$ cat src/rtl/rv_pkg.sv
// rtl/rv_pkg.sv - shared datapath width, result-source encoding and ID/EX bundles
package rv_pkg;

    localparam int XLEN = 32;
    localparam logic [1:0] RESULTSRC_LOAD = 2'b01;

    typedef struct packed {
        logic [3:0] alucontrol;
        logic       regwrite;
        logic       alusrc;
        logic       branch;
        logic       memwrite1;
        logic       memwrite2;
        logic [1:0] wdsel;
        logic       jump;
        logic       jumpsel;
        logic [1:0] resultsrc;
        logic [1:0] aluop;
    } ctrl_t;

    // Everything the EX register holds; an all-zero value is a bubble.
    typedef struct packed {
        ctrl_t           ctrl;
        logic [XLEN-1:0] pc;
        logic [XLEN-1:0] pcplus4;
        logic [XLEN-1:0] rd1;
        logic [XLEN-1:0] rd2;
        logic [XLEN-1:0] immext;
        logic [4:0]      rs1;
        logic [4:0]      rs2;
        logic [4:0]      rd;
        logic [2:0]      funct3;
        logic            valid;
    } ex_t;

endpackage

$ cat src/rtl/hazard_detect.sv
// rtl/hazard_detect.sv - combinational load-use hazard check between EX and decode
module hazard_detect
    import rv_pkg::*;
(
    input  logic       valid_e,
    input  logic [1:0] resultsrc_e,
    input  logic [4:0] rd_e,
    input  logic       valid_d,
    input  logic [4:0] rs1_d,
    input  logic [4:0] rs2_d,
    output logic       load_use
);

    // x0 is never a real destination, so a load to it cannot create a dependency.
    assign load_use = valid_e && (resultsrc_e == RESULTSRC_LOAD) && (rd_e != 5'd0) &&
                      valid_d && ((rd_e == rs1_d) || (rd_e == rs2_d));

endmodule

$ cat src/rtl/id_ex_stage.sv
// rtl/id_ex_stage.sv - ID/EX pipeline register with flush, hold and load-use bubble insertion
module id_ex_stage
    import rv_pkg::*;
#(
    // Reset value of bubble_cnt; 0 in normal use.
    parameter logic [31:0] CNT_RESET = 32'h0
) (
    input  logic            clk,
    input  logic            reset,
    input  logic [3:0]      alucontrol_d,
    input  logic            regwrite_d,
    input  logic            alusrc_d,
    input  logic            branch_d,
    input  logic            memwrite1_d,
    input  logic            memwrite2_d,
    input  logic [1:0]      wdsel_d,
    input  logic            jump_d,
    input  logic            jumpsel_d,
    input  logic [1:0]      resultsrc_d,
    input  logic [1:0]      aluop_d,
    input  logic [XLEN-1:0] pc_d,
    input  logic [XLEN-1:0] pcplus4_d,
    input  logic [XLEN-1:0] rd1_d,
    input  logic [XLEN-1:0] rd2_d,
    input  logic [XLEN-1:0] immext_d,
    input  logic [4:0]      rs1_d,
    input  logic [4:0]      rs2_d,
    input  logic [4:0]      rd_d,
    input  logic [2:0]      funct3_d,
    input  logic            valid_d,
    input  logic            flush_e,
    input  logic            hold,
    output logic [3:0]      alucontrol_e,
    output logic            regwrite_e,
    output logic            alusrc_e,
    output logic            branch_e,
    output logic            memwrite1_e,
    output logic            memwrite2_e,
    output logic [1:0]      wdsel_e,
    output logic            jump_e,
    output logic            jumpsel_e,
    output logic [1:0]      resultsrc_e,
    output logic [1:0]      aluop_e,
    output logic [XLEN-1:0] pc_e,
    output logic [XLEN-1:0] pcplus4_e,
    output logic [XLEN-1:0] rd1_e,
    output logic [XLEN-1:0] rd2_e,
    output logic [XLEN-1:0] immext_e,
    output logic [4:0]      rs1_e,
    output logic [4:0]      rs2_e,
    output logic [4:0]      rd_e,
    output logic [2:0]      funct3_e,
    output logic            valid_e,
    output logic            stall_d,
    output logic [31:0]     bubble_cnt
);

    ex_t  d_bundle;
    ex_t  ex_q;
    logic load_use;

    always_comb begin
        d_bundle                = '0;
        d_bundle.ctrl.alucontrol = alucontrol_d;
        d_bundle.ctrl.regwrite  = regwrite_d;
        d_bundle.ctrl.alusrc    = alusrc_d;
        d_bundle.ctrl.branch    = branch_d;
        d_bundle.ctrl.memwrite1 = memwrite1_d;
        d_bundle.ctrl.memwrite2 = memwrite2_d;
        d_bundle.ctrl.wdsel     = wdsel_d;
        d_bundle.ctrl.jump      = jump_d;
        d_bundle.ctrl.jumpsel   = jumpsel_d;
        d_bundle.ctrl.resultsrc = resultsrc_d;
        d_bundle.ctrl.aluop     = aluop_d;
        d_bundle.pc             = pc_d;
        d_bundle.pcplus4        = pcplus4_d;
        d_bundle.rd1            = rd1_d;
        d_bundle.rd2            = rd2_d;
        d_bundle.immext         = immext_d;
        d_bundle.rs1            = rs1_d;
        d_bundle.rs2            = rs2_d;
        d_bundle.rd             = rd_d;
        d_bundle.funct3         = funct3_d;
        d_bundle.valid          = valid_d;
    end

    hazard_detect u_hazard_detect (
        .valid_e     (ex_q.valid),
        .resultsrc_e (ex_q.ctrl.resultsrc),
        .rd_e        (ex_q.rd),
        .valid_d     (valid_d),
        .rs1_d       (rs1_d),
        .rs2_d       (rs2_d),
        .load_use    (load_use)
    );

    // A flush discards whatever is in decode, so there is nothing left to stall for.
    assign stall_d = ~flush_e & (hold | load_use);

    always_ff @(posedge clk or posedge reset) begin
        if (reset) begin
            ex_q       <= '0;
            bubble_cnt <= CNT_RESET;
        end else if (flush_e) begin
            ex_q <= '0;
        end else if (hold) begin
            ex_q <= ex_q;
        end else if (load_use) begin
            ex_q <= '0;
            if (bubble_cnt != 32'hFFFF_FFFF) begin
                bubble_cnt <= bubble_cnt + 32'd1;
            end
        end else begin
            ex_q <= d_bundle;
        end
    end

    assign alucontrol_e = ex_q.ctrl.alucontrol;
    assign regwrite_e   = ex_q.ctrl.regwrite;
    assign alusrc_e     = ex_q.ctrl.alusrc;
    assign branch_e     = ex_q.ctrl.branch;
    assign memwrite1_e  = ex_q.ctrl.memwrite1;
    assign memwrite2_e  = ex_q.ctrl.memwrite2;
    assign wdsel_e      = ex_q.ctrl.wdsel;
    assign jump_e       = ex_q.ctrl.jump;
    assign jumpsel_e    = ex_q.ctrl.jumpsel;
    assign resultsrc_e  = ex_q.ctrl.resultsrc;
    assign aluop_e      = ex_q.ctrl.aluop;
    assign pc_e         = ex_q.pc;
    assign pcplus4_e    = ex_q.pcplus4;
    assign rd1_e        = ex_q.rd1;
    assign rd2_e        = ex_q.rd2;
    assign immext_e     = ex_q.immext;
    assign rs1_e        = ex_q.rs1;
    assign rs2_e        = ex_q.rs2;
    assign rd_e         = ex_q.rd;
    assign funct3_e     = ex_q.funct3;
    assign valid_e      = ex_q.valid;

endmodule

$ cat config.mk
export PLATFORM = sky130hd
export DESIGN_NAME = id_ex_stage
export DESIGN_NICKNAME = d
export VERILOG_FILES = /design/src/rtl/rv_pkg.sv /design/src/rtl/hazard_detect.sv /design/src/rtl/id_ex_stage.sv
export SDC_FILE = /design/constraint.sdc
export NUM_CORES = 1
export LEC_CHECK = 0
export ABC_AREA = 1
export CORE_AREA = 5 5 168 170
export CTS_BUF_LIST = sky130_fd_sc_hd__clkbuf_16
export CTS_CLUSTER_SIZE = 10
export DETAILED_ROUTE_END_ITERATION = 10
export DIE_AREA = 0 0 173 175
export GPL_TIMING_DRIVEN = 0
export PLACE_DENSITY = 0.73
export SLEW_MARGIN = 30
export SYNTH_ARGS = -nofsm -noshare
export SYNTH_HDL_FRONTEND = slang
export SYNTH_HIERARCHICAL = 1
export SYNTH_SLANG_ARGS = --single-unit
$ cat constraint.sdc
create_clock -name clk -period 12.7 [get_ports clk]
set_clock_uncertainty 0.15 [all_clocks]
set_input_delay 1.27 -clock clk [delete_from_list [all_inputs] [get_ports clk]]
set_output_delay 1.27 -clock clk [all_outputs]
set_load 0.01 [all_outputs]
==> results.md, run 1 <==
- Share of cells above drive strength 1: 4.682%
- Port Buffers: 427
- Post-Syn Area per Cell: 8.275 um2
- Post-CTS sizing: 0
- Sequential-to-total area share from yosys stat: 54.55%
- Slew HR: 40.94%
- Final cycle utilization of the critical path: 41.40%
- GR Util met1: 32.10%
- WHS: 0.3554 ns
- Hold Crit Class: flop to flop
- Worst Setup Path Type: primary input to output pin
- Final Hold Fails: 0
- Most frequent cell after synthesis: nand3_1
- Yosys top cell by area: dfrtp_1
- Total GRT Usage: 25.71%
- Nets: 1923
- Vias in the first global route: 10918
- Setup repair bufs after CTS: 0
- Register bit total from synthesis: 228
- Bufs on Longest Clock Path: 3
- Largest net degree at the start of global routing: 89
- Via-to-Cell Ratio: 5.241
- RSZ-0062 raised after global routing: false
- Setup violators final: 0
- Tmin final: 5.258 ns
- Main synth FF type: dfrtp_1
- CTS Hold Bufs: 0
- Switching portion of total power: 26.02%
- Pin slew with the least headroom to its limit: 0.8827 ns
- Worst r2r src: rd_e[4]
- Slowest CP cell: nor2_1
- Synth cell count leaders: 409 x nand3_1, 364 x nand2_1, 228 x dfrtp_1
- Synth area leaders: dfrtp_1 55%, nand3_1 20%, nand2_1 13%, clkbuf_1 2.5%, nor2_1 2.0%
- Met3 Resource Use GR: 7.096%
- WL/cell: 19.46 um
- Area of the die: 30280 um2
- Leakage: 7.604 nW
- GR peak layer: met2
- Worst path max stage delay: 0.69 ns
- Post-Syn Area: 10460 um2
- Mapped Cells: 1264
- Clk slew on worst S/H paths: 0.06 ns
- Routed WL: 40370 um
- Clk sink count: 228
- Gpl congestion: 0.9206
- Ports: 429
- Yosys top cell area share: 54.55%
- First DRT Iteration DRCs: 850
- Rows: 60
- CTS Root Cell: clkbuf_16
- H-tree depth: 1
- Worst skew pair latency: 0.53 ns
- Met2 Resource Use GR: 43.20%
- Initial core utilization: 39.36%
- Placed cell count: 2034
- Largest delay contributor family on the critical path: buffers and inverters
- Seq pwr share: 45.5%
- Critical Path Start Type: primary input
- Worst EP arrival: 3.84 ns
- Overflow after GRT: 0
- P&R area growth vs syn: 52.49%
- Min-delay src: pc_e[29]
- Post-route DRC: 0
- Die Span X: 173 um
- PwrDens: 108.2 nW/um2
- Peak supply drop: 0.00008235 V
- DIE HEIGHT: 175 um
- Layout Cells excl Fill: 2074
- Peak Freq: 190.2 MHz
- Buf/Inv on CP: 3
- Final max-slew violation count: 0
- Clock Power Share: 38.6%
- Num CTS Buffers: 27
- Final HPWL DP: 30440 um
- Status: finished, final reports clean
- Setup TNS after final layout: 0 ns
- Yosys warns: 6
- Top cell by count, worst path: nor2_1
- First-pass DRT Iterations: 5
- First-pass GRT wire length: 62760 um
- Post-synthesis net count: 1465
- CP endpoint kind: output pin
- Total core area: 26580 um2
- Post-synth ARST share: 100.0%
- Post-synth EDFFs: 0
- CTS tree: yes
- Combinational power share: 15.9%
- Cell-internal power: 0.001277 W
- Post-route ant nets: 0
- Switch Pwr: 0.0004492 W
- Initial antenna violation count: 4
- Max Cap Viol: 0
- Synth unique cells: 26
- Crit path max fanout: 10
- Crit path cell chain: clkdlybuf4s50_1 -> nor2_1 -> nor2_1 -> nor2_1 -> nand3_1 -> a21oi_2 -> nor2_1 -> clkbuf_1 -> nor2_1 -> clkdlybuf4s50_1
- Critical Path Start: rs1_d[0]
- Via count: 10869
- Required time of the critical path: 11.28 ns
[power groups by stage]
stage	registers, W	clock network (W)	logic, W
floorplan	0.000810	0	0.0000805
global placement	0.000796	0	0.000272
detailed placement	0.000796	0	0.000277
CTS	0.000784	0.000682	0.000278
global route	0.000788	0.000712	0.000297
finish	0.000785	0.000666	0.000275
[layout make-up]
type                       instances  area [um2]
fill                            2383       10630
sequential                       228        5705
timing repair buffer             429        4329
multi-input combinational        904        4208
clock buffer                      27       675.6
tap                              341       426.7
buffer                            92       396.6
inverter                          40       157.7
clock inverter                    10       43.79
antenna                            3       7.507
[cell usage in the layout, fill, tap and decap left out, types with 12 or more instances in the layout]
| master | synthesis | routed |
|---|---|---|
| dfrtp_1 | 228 | 228 |
| clkdlybuf4s50_1 | 0 | 427 |
| inv_1 | 38 | 44 |
| nand2_2 | 12 | 12 |
| nor2_1 | 55 | 55 |
| nand4_1 | 16 | 16 |
| nand2_1 | 364 | 364 |
| nand3_1 | 409 | 409 |
| clkbuf_1 | 70 | 70 |
| clkbuf_16 | 0 | 27 |
| buf_2 | 17 | 17 |
[metrics by stage]
stage,util [%],setup slack [ns],power [W],area [um2]
after floorplan,-,5.032,0.0008908,10460
after global placement,57.05,1.813,0.001068,15160
after detailed placement,57.28,7.383,0.001073,15220
after CTS,59.99,7.379,0.001745,15940
after global routing,60.02,7.190,0.001798,15950
final,60.02,7.442,0.001726,15950
[worst reg2reg max path, cell delays in order, from the launching register on]
cell and delay (ns):
dfrtp_1 0.44, inv_1 0.10, nand2_1 0.05, nand2_1 0.06, nor2_1 0.04, nand3_1 0.10
a21oi_2 0.08, nor2_1 0.69, buf_2 0.39, buf_2 0.32, nand3_1 0.12, nand2_1 0.09
[flip-flops by register name, summed over array words and instances, names as in the netlist, 3 cells and up]
signal and flops:
immext_e 32, pcplus4_e 32, rs2_e 5, rd2_e 32
funct3_e 3, rd_e 5, alucontrol_e 4, rd1_e 32
bubble_cnt 32, pc_e 32, rs1_e 5
[worst paths after layout]
path / end / slack, ns / cells after the start
min: pc_e[29] / 0.36 / 2
min reg2reg: pc_e[29] / 0.36 / 2
min in group asynchronous: bubble_cnt[1] / 1.05 / 2
max reg2reg: pc_e[25] / 10.02 / 11
max: stall_d / 7.44 / 10
max in group asynchronous: rd2_e[3] / 10.53 / 3
[per-layer routing]
metal,part of all wire [%],vias to the layer above
met3,8.8,102
met5,0.032,-
li1,-,5098
met2,48,487
met1,39,5180
met4,3.7,2
[cell families (layout without fill, tap and decap cells)]
family	count (synthesis)	after routing	synth area share [%]
AO/OA/AOI/OAI	5	5	0.2751
XOR/XNOR	16	16	1.340
adder cells (fa/ha/maj)	1	1	0.1196
buffers and inverters	132	598	5.227
flip-flops	228	228	54.55
other	0	3	0
AND/OR/NAND/NOR	882	882	38.49
No activity file was read; power rests on OpenSTA's default activity.
==> run 2, diff against run 1 <==
==> constraint.sdc (replaced) <==
create_clock -name clk -period 5.01 [get_ports clk]
set_clock_uncertainty 0.15 [all_clocks]
set_input_delay 0.501 -clock clk [delete_from_list [all_inputs] [get_ports clk]]
set_output_delay 0.501 -clock clk [all_outputs]
set_load 0.01 [all_outputs]
==> run 2 against run 1 <==
First-iteration DRC count fell by 1.6%. Setup slack got worse by 6.0 ns. Count of clock-buffer cells in the layout did not move. Combinational power rose to 2.6 times the previous value. Critical path depth did not move. Cell area rose by 0.85%. Total power rose to 2.5 times the previous value. Global-route usage rose by 0.32 points. Final cell count rose by 0.29%. Register-to-register slack got worse by 7.5 ns. Sequential cell count did not move. Highest routed layer is now met4.
==> results.md, run 2 (synthesized netlist as in run 1, its figures left out) <==
- Status: finished, final reports clean
- Initial antenna violation count: 3
- Total core area: 26580 um2
- Initial core utilization: 39.36%
- Via count: 10884
- H-tree depth: 1
- Overall power: 0.004384 W
- WL/cell: 19.58 um
- Post-route ant nets: 0
- Critical Path Start Type: flop
- Ports: 429
- CTS Root Cell: clkbuf_16
- Setup violators final: 0
- Tmin final: 3.547 ns
- First-pass DRT Iterations: 5
- Worst skew pair latency: 0.53 ns
- Finished Cell Area: 16090 um2
- Peak supply drop: 0.0002221 V
- Crit path max fanout: 10
- Pin slew with the least headroom to its limit: 0.8471 ns
- Area of the die: 30280 um2
- Via-to-Cell Ratio: 5.233
- CP endpoint kind: output pin
- Final max-slew violation count: 0
- CTS Hold Bufs: 0
- Nets: 1930
- Most common cell after layout, fill and taps aside: clkdlybuf4s50_1
- Hold Crit Class: primary input to asynchronous set/reset pin
- Slew HR: 43.53%
- Clk sink count: 228
- Bufs on Longest Clock Path: 3
- Final Hold Fails: 0
- Vias in the first global route: 10934
- CTS tree: yes
- Overflow after GRT: 0
- Post-CTS sizing: 0
- Gpl congestion: 0.9087
- Worst EP arrival: 2.90 ns
- Max Cap Viol: 0
- Slowest CP cell: nor2_2
- Leakage: 7.655 nW
- Buf/Inv on CP: 3
- Peak Freq: 281.9 MHz
- Worst path max stage delay: 0.49 ns
- Routed WL: 40720 um
- Largest net degree at the start of global routing: 30
- Die Span X: 173 um
- Final HPWL DP: 31130 um
- Share of cells above drive strength 1: 5.127%
- Num CTS Buffers: 27
- Worst Setup Path Type: flop to output pin
- WHS: 0.1825 ns
- Required time of the critical path: 4.36 ns
- Commonest cells after routing, fill and taps aside: 427 x clkdlybuf4s50_1, 409 x nand3_1, 364 x nand2_1, 228 x dfrtp_1, 70 x clkbuf_1
- First-pass GRT wire length: 63530 um
- PwrDens: 272.5 nW/um2
- Port Buffers: 427
- Crit path cell chain: inv_1 -> nand2_1 -> nand2_1 -> nor2_1 -> nand3_1 -> a21oi_2 -> nor2_2 -> clkbuf_1 -> nor2_1 -> clkdlybuf4s50_1
- Total GRT Usage: 26.03%
- Post-route DRC: 0
- DIE HEIGHT: 175 um
- Clk slew on worst S/H paths: 0.06 ns
- Cell Area, Placed: 15360 um2
- P&R area growth vs syn: 53.78%
- Final cycle utilization of the critical path: 70.81%
- First DRT Iteration DRCs: 836
- Largest delay contributor family on the critical path: buffers and inverters
- Core Util, Final: 60.53%
- RSZ-0062 raised after global routing: false
- Setup repair bufs after CTS: 0
- Rows: 60
-- run 2: through the flow --
step,std cells,setup TNS (ns),setup WS (ns)
after floorplan,1264,0,1.379
after global placement,2032,-110.55,-0.5075
after detailed placement,2041,0,1.213
after CTS,2077,0,1.175
after global routing,2080,0,1.201
final,2080,0,1.463
-- run 2: cell type report --
cell class | count | area [um2]
diodes | 3 | 7.507
plain buffers | 92 | 396.6
clock buffers | 27 | 675.6
clock inverters | 9 | 40.04
fillers | 2394 | 10490
inverters | 40 | 153.9
multi-input cells | 904 | 4210
flip-flops and latches | 228 | 5705
well taps | 341 | 426.7
repair buffers | 436 | 4469
-- run 2: routing by layer --
layer	track usage, %	up-vias	routed length [um]
li1	-	5108	-
met4	8.713	0	1422
met3	7.334	87	3503
met1	32.44	5193	16100
met5	0	-	0
met2	43.86	496	19700
-- run 2: final timing paths --
check,from,end,slack [ns],cells after the start
max,rd_e[2],stall_d,1.46,10
min,reset,bubble_cnt[1],0.18,2
max reg2reg,rd_e[2],pc_e[21],2.50,11
min reg2reg,pc_e[22],pc_e[22],0.35,2
max in group asynchronous,reset,rd1_e[28],3.46,6
min in group clk,pc_e[22],pc_e[22],0.35,2
-- run 2: report_power, final --
| part | switching, W | internal (W) |
|---|---|---|
| clock network | 0.000735 | 0.000950 |
| logic | 0.000343 | 0.000366 |
| registers | 0.0000584 | 0.00193 |
| total | 0.00114 | 0.00325 |
-- run 2: worst reg2reg max path, stage by stage, from the launching register on --
cell and delay [ns]:
dfrtp_1 0.45, inv_1 0.12, nand2_1 0.05, nand2_1 0.06
nor2_1 0.04, nand3_1 0.08, a21oi_2 0.09, nor2_2 0.49
buf_2 0.38, buf_2 0.30, nand3_1 0.13, nand2_1 0.10
==> run 3, diff against run 2 <==
==> constraint.sdc (replaced) <==
create_clock -name clk -period 3.39 [get_ports clk]
set_clock_uncertainty 0.15 [all_clocks]
set_input_delay 0.339 -clock clk [delete_from_list [all_inputs] [get_ports clk]]
set_output_delay 0.339 -clock clk [all_outputs]
set_load 0.01 [all_outputs]
==> run 3 against run 2 <==
Cell area about the same. Routed wire length about the same. Global-route usage unchanged. Critical path depth is 3 lower. Final cell count hardly changed. Count of clock-buffer cells in the layout unchanged. Highest routed layer unchanged. Die area did not move. Combinational power up 48%. Sequential cell count unchanged. Non-clock buffer count shrank 1. Register-to-register slack got worse by 1.6 ns.
==> results.md, run 3 (synthesized netlist as in run 1, its figures left out) <==
- Most common cell after layout, fill and taps aside: clkdlybuf4s50_1
- WHS: 0.02083 ns
- Gpl congestion: 0.9087
- Initial antenna violation count: 3
- RSZ-0062 raised after global routing: false
- Status: finished, final reports clean
- Clk sink count: 228
- Leakage: 7.656 nW
- Post-route DRC: 0
- First DRT Iteration DRCs: 849
- Num CTS Buffers: 27
- H-tree depth: 1
- Routed WL: 40700 um
- Peak Freq: 333.9 MHz
- Crit path max fanout: 17
- Total core area: 26580 um2
- Worst r2r src: rd_e[2]
- Worst path max stage delay: 0.55 ns
- Largest delay contributor family on the critical path: buffers and inverters
- Post-route ant nets: 0
- P&R area growth vs syn: 53.79%
- Overflow after GRT: 0
- Tmin final: 2.995 ns
- CP endpoint kind: output pin
- Nets: 1929
- WL/cell: 19.58 um
- Fillcell total: 2394
- Slew HR: 44.55%
- Commonest cells after routing, fill and taps aside: 427 x clkdlybuf4s50_1, 409 x nand3_1, 364 x nand2_1, 228 x dfrtp_1, 69 x clkbuf_1
- Crit path cell chain: xor2_1 -> nor2_1 -> nand3_1 -> a21oi_2 -> nor2_4 -> nor2_1 -> clkdlybuf4s50_1
- Rows: 60
- Buf/Inv on CP: 1
- Worst skew pair latency: 0.53 ns
- Hold Crit Class: primary input to asynchronous set/reset pin
- Slowest CP cell: clkdlybuf4s50_1
- Die Span X: 173 um
- Area of the die: 30280 um2
- CTS Root Cell: clkbuf_16
- Setup violators final: 0
- Pin slew with the least headroom to its limit: 0.8318 ns
- Final max-slew violation count: 0
- Final cycle utilization of the critical path: 88.35%
- First-pass GRT wire length: 63560 um
- Critical Path Start: rd_e[1]
- Worst Setup Path Type: flop to output pin
- Via count: 10856
- Bufs on Longest Clock Path: 3
- Ports: 429
- Top cell by count, worst path: nor2_1
- Max Cap Viol: 0
- Final HPWL DP: 31130 um
- Worst EP arrival: 2.51 ns
- Required time of the critical path: 2.90 ns
- Final Hold Fails: 0
- Share of cells above drive strength 1: 5.130%
- Total GRT Usage: 26.03%
- CTS tree: yes
- Vias in the first global route: 10941
- DIE HEIGHT: 175 um
- Initial core utilization: 39.36%
- Critical Path Start Type: flop
- Via-to-Cell Ratio: 5.222
- Largest net degree at the start of global routing: 30
- Peak supply drop: 0.0003274 V
- Clk slew on worst S/H paths: 0.06 ns
- First-pass DRT Iterations: 6
- Overall power: 0.006483 W
- Port Buffers: 427
- R2R Setup Slk: 0.92 ns
- PwrDens: 403.0 nW/um2
==> run 3: cell count changes in the layout (fill, tap and decap cells not counted), sizes merged <==
cell,before,now
clkbuf,97,96
==> run 3: area by class of cell <==
cell class                      instances  area, um2  area share [%]
Multi-Input combinational cell        904       4215           26.20
Inverter                               40      153.9          0.9567
Antenna cell                            3      7.507         0.04667
Tap cell                              341      426.7           2.652
Buffer                                 91      392.9           2.442
Sequential cell                       228       5705           35.47
Clock inverter                          9      40.04          0.2489
Clock buffer                           27      675.6           4.200
Timing Repair Buffer                  436       4469           27.78
==> run 3: where the power goes <==
group	internal, W	total (W)	switching [W]
sequential	0.00285	0.00294	0.0000859
combinational	0.000541	0.00105	0.000507
clock	0.00140	0.00249	0.00109
total	0.00480	0.00648	0.00168
==> run 3: path summary, 6_finish.rpt <==
kind,to,cells after the start
max,stall_d,7
min,bubble_cnt[1],2
max reg2reg,pc_e[21],11
min reg2reg,pc_e[22],2
max in group asynchronous,rd1_e[11],6
min in group clk,pc_e[22],3
==> run 3: what timing repair did <==
item / 4_1_cts / 5_1_grt
endpoints found under the setup margin: 1 / 1
setup buffers: 0 / 0
resized for setup: 2 / 0
hold buffers: 0 / 0
==> run 3: metal layers <==
layer  GRT usage (%)  vias up  share of wire (%)  wire [um]
met5               0        -                  0          0
met4           8.713        0                3.6       1471
met3           7.334       91                8.4       3405
met2           43.95      478                 48      19650
met1           32.36     5174                 40      16180
li1                -     5113                  -          -
==> run 3: metrics by stage <==
stage | setup TNS, ns | instance area (um2) | setup slack [ns] | std cells | utilization (%)
after CTS | 0 | 16080 | 0.1146 | 2077 | 60.52
after global placement | -443.10 | 15160 | -1.966 | 2032 | 57.06
after global routing | 0 | 16090 | 0.1836 | 2079 | 60.53
after detailed placement | -0.08279 | 15360 | -0.08279 | 2041 | 57.80
after floorplan | -18.01 | 10460 | -0.07898 | 1264 | -
final | 0 | 16090 | 0.3950 | 2079 | 60.53
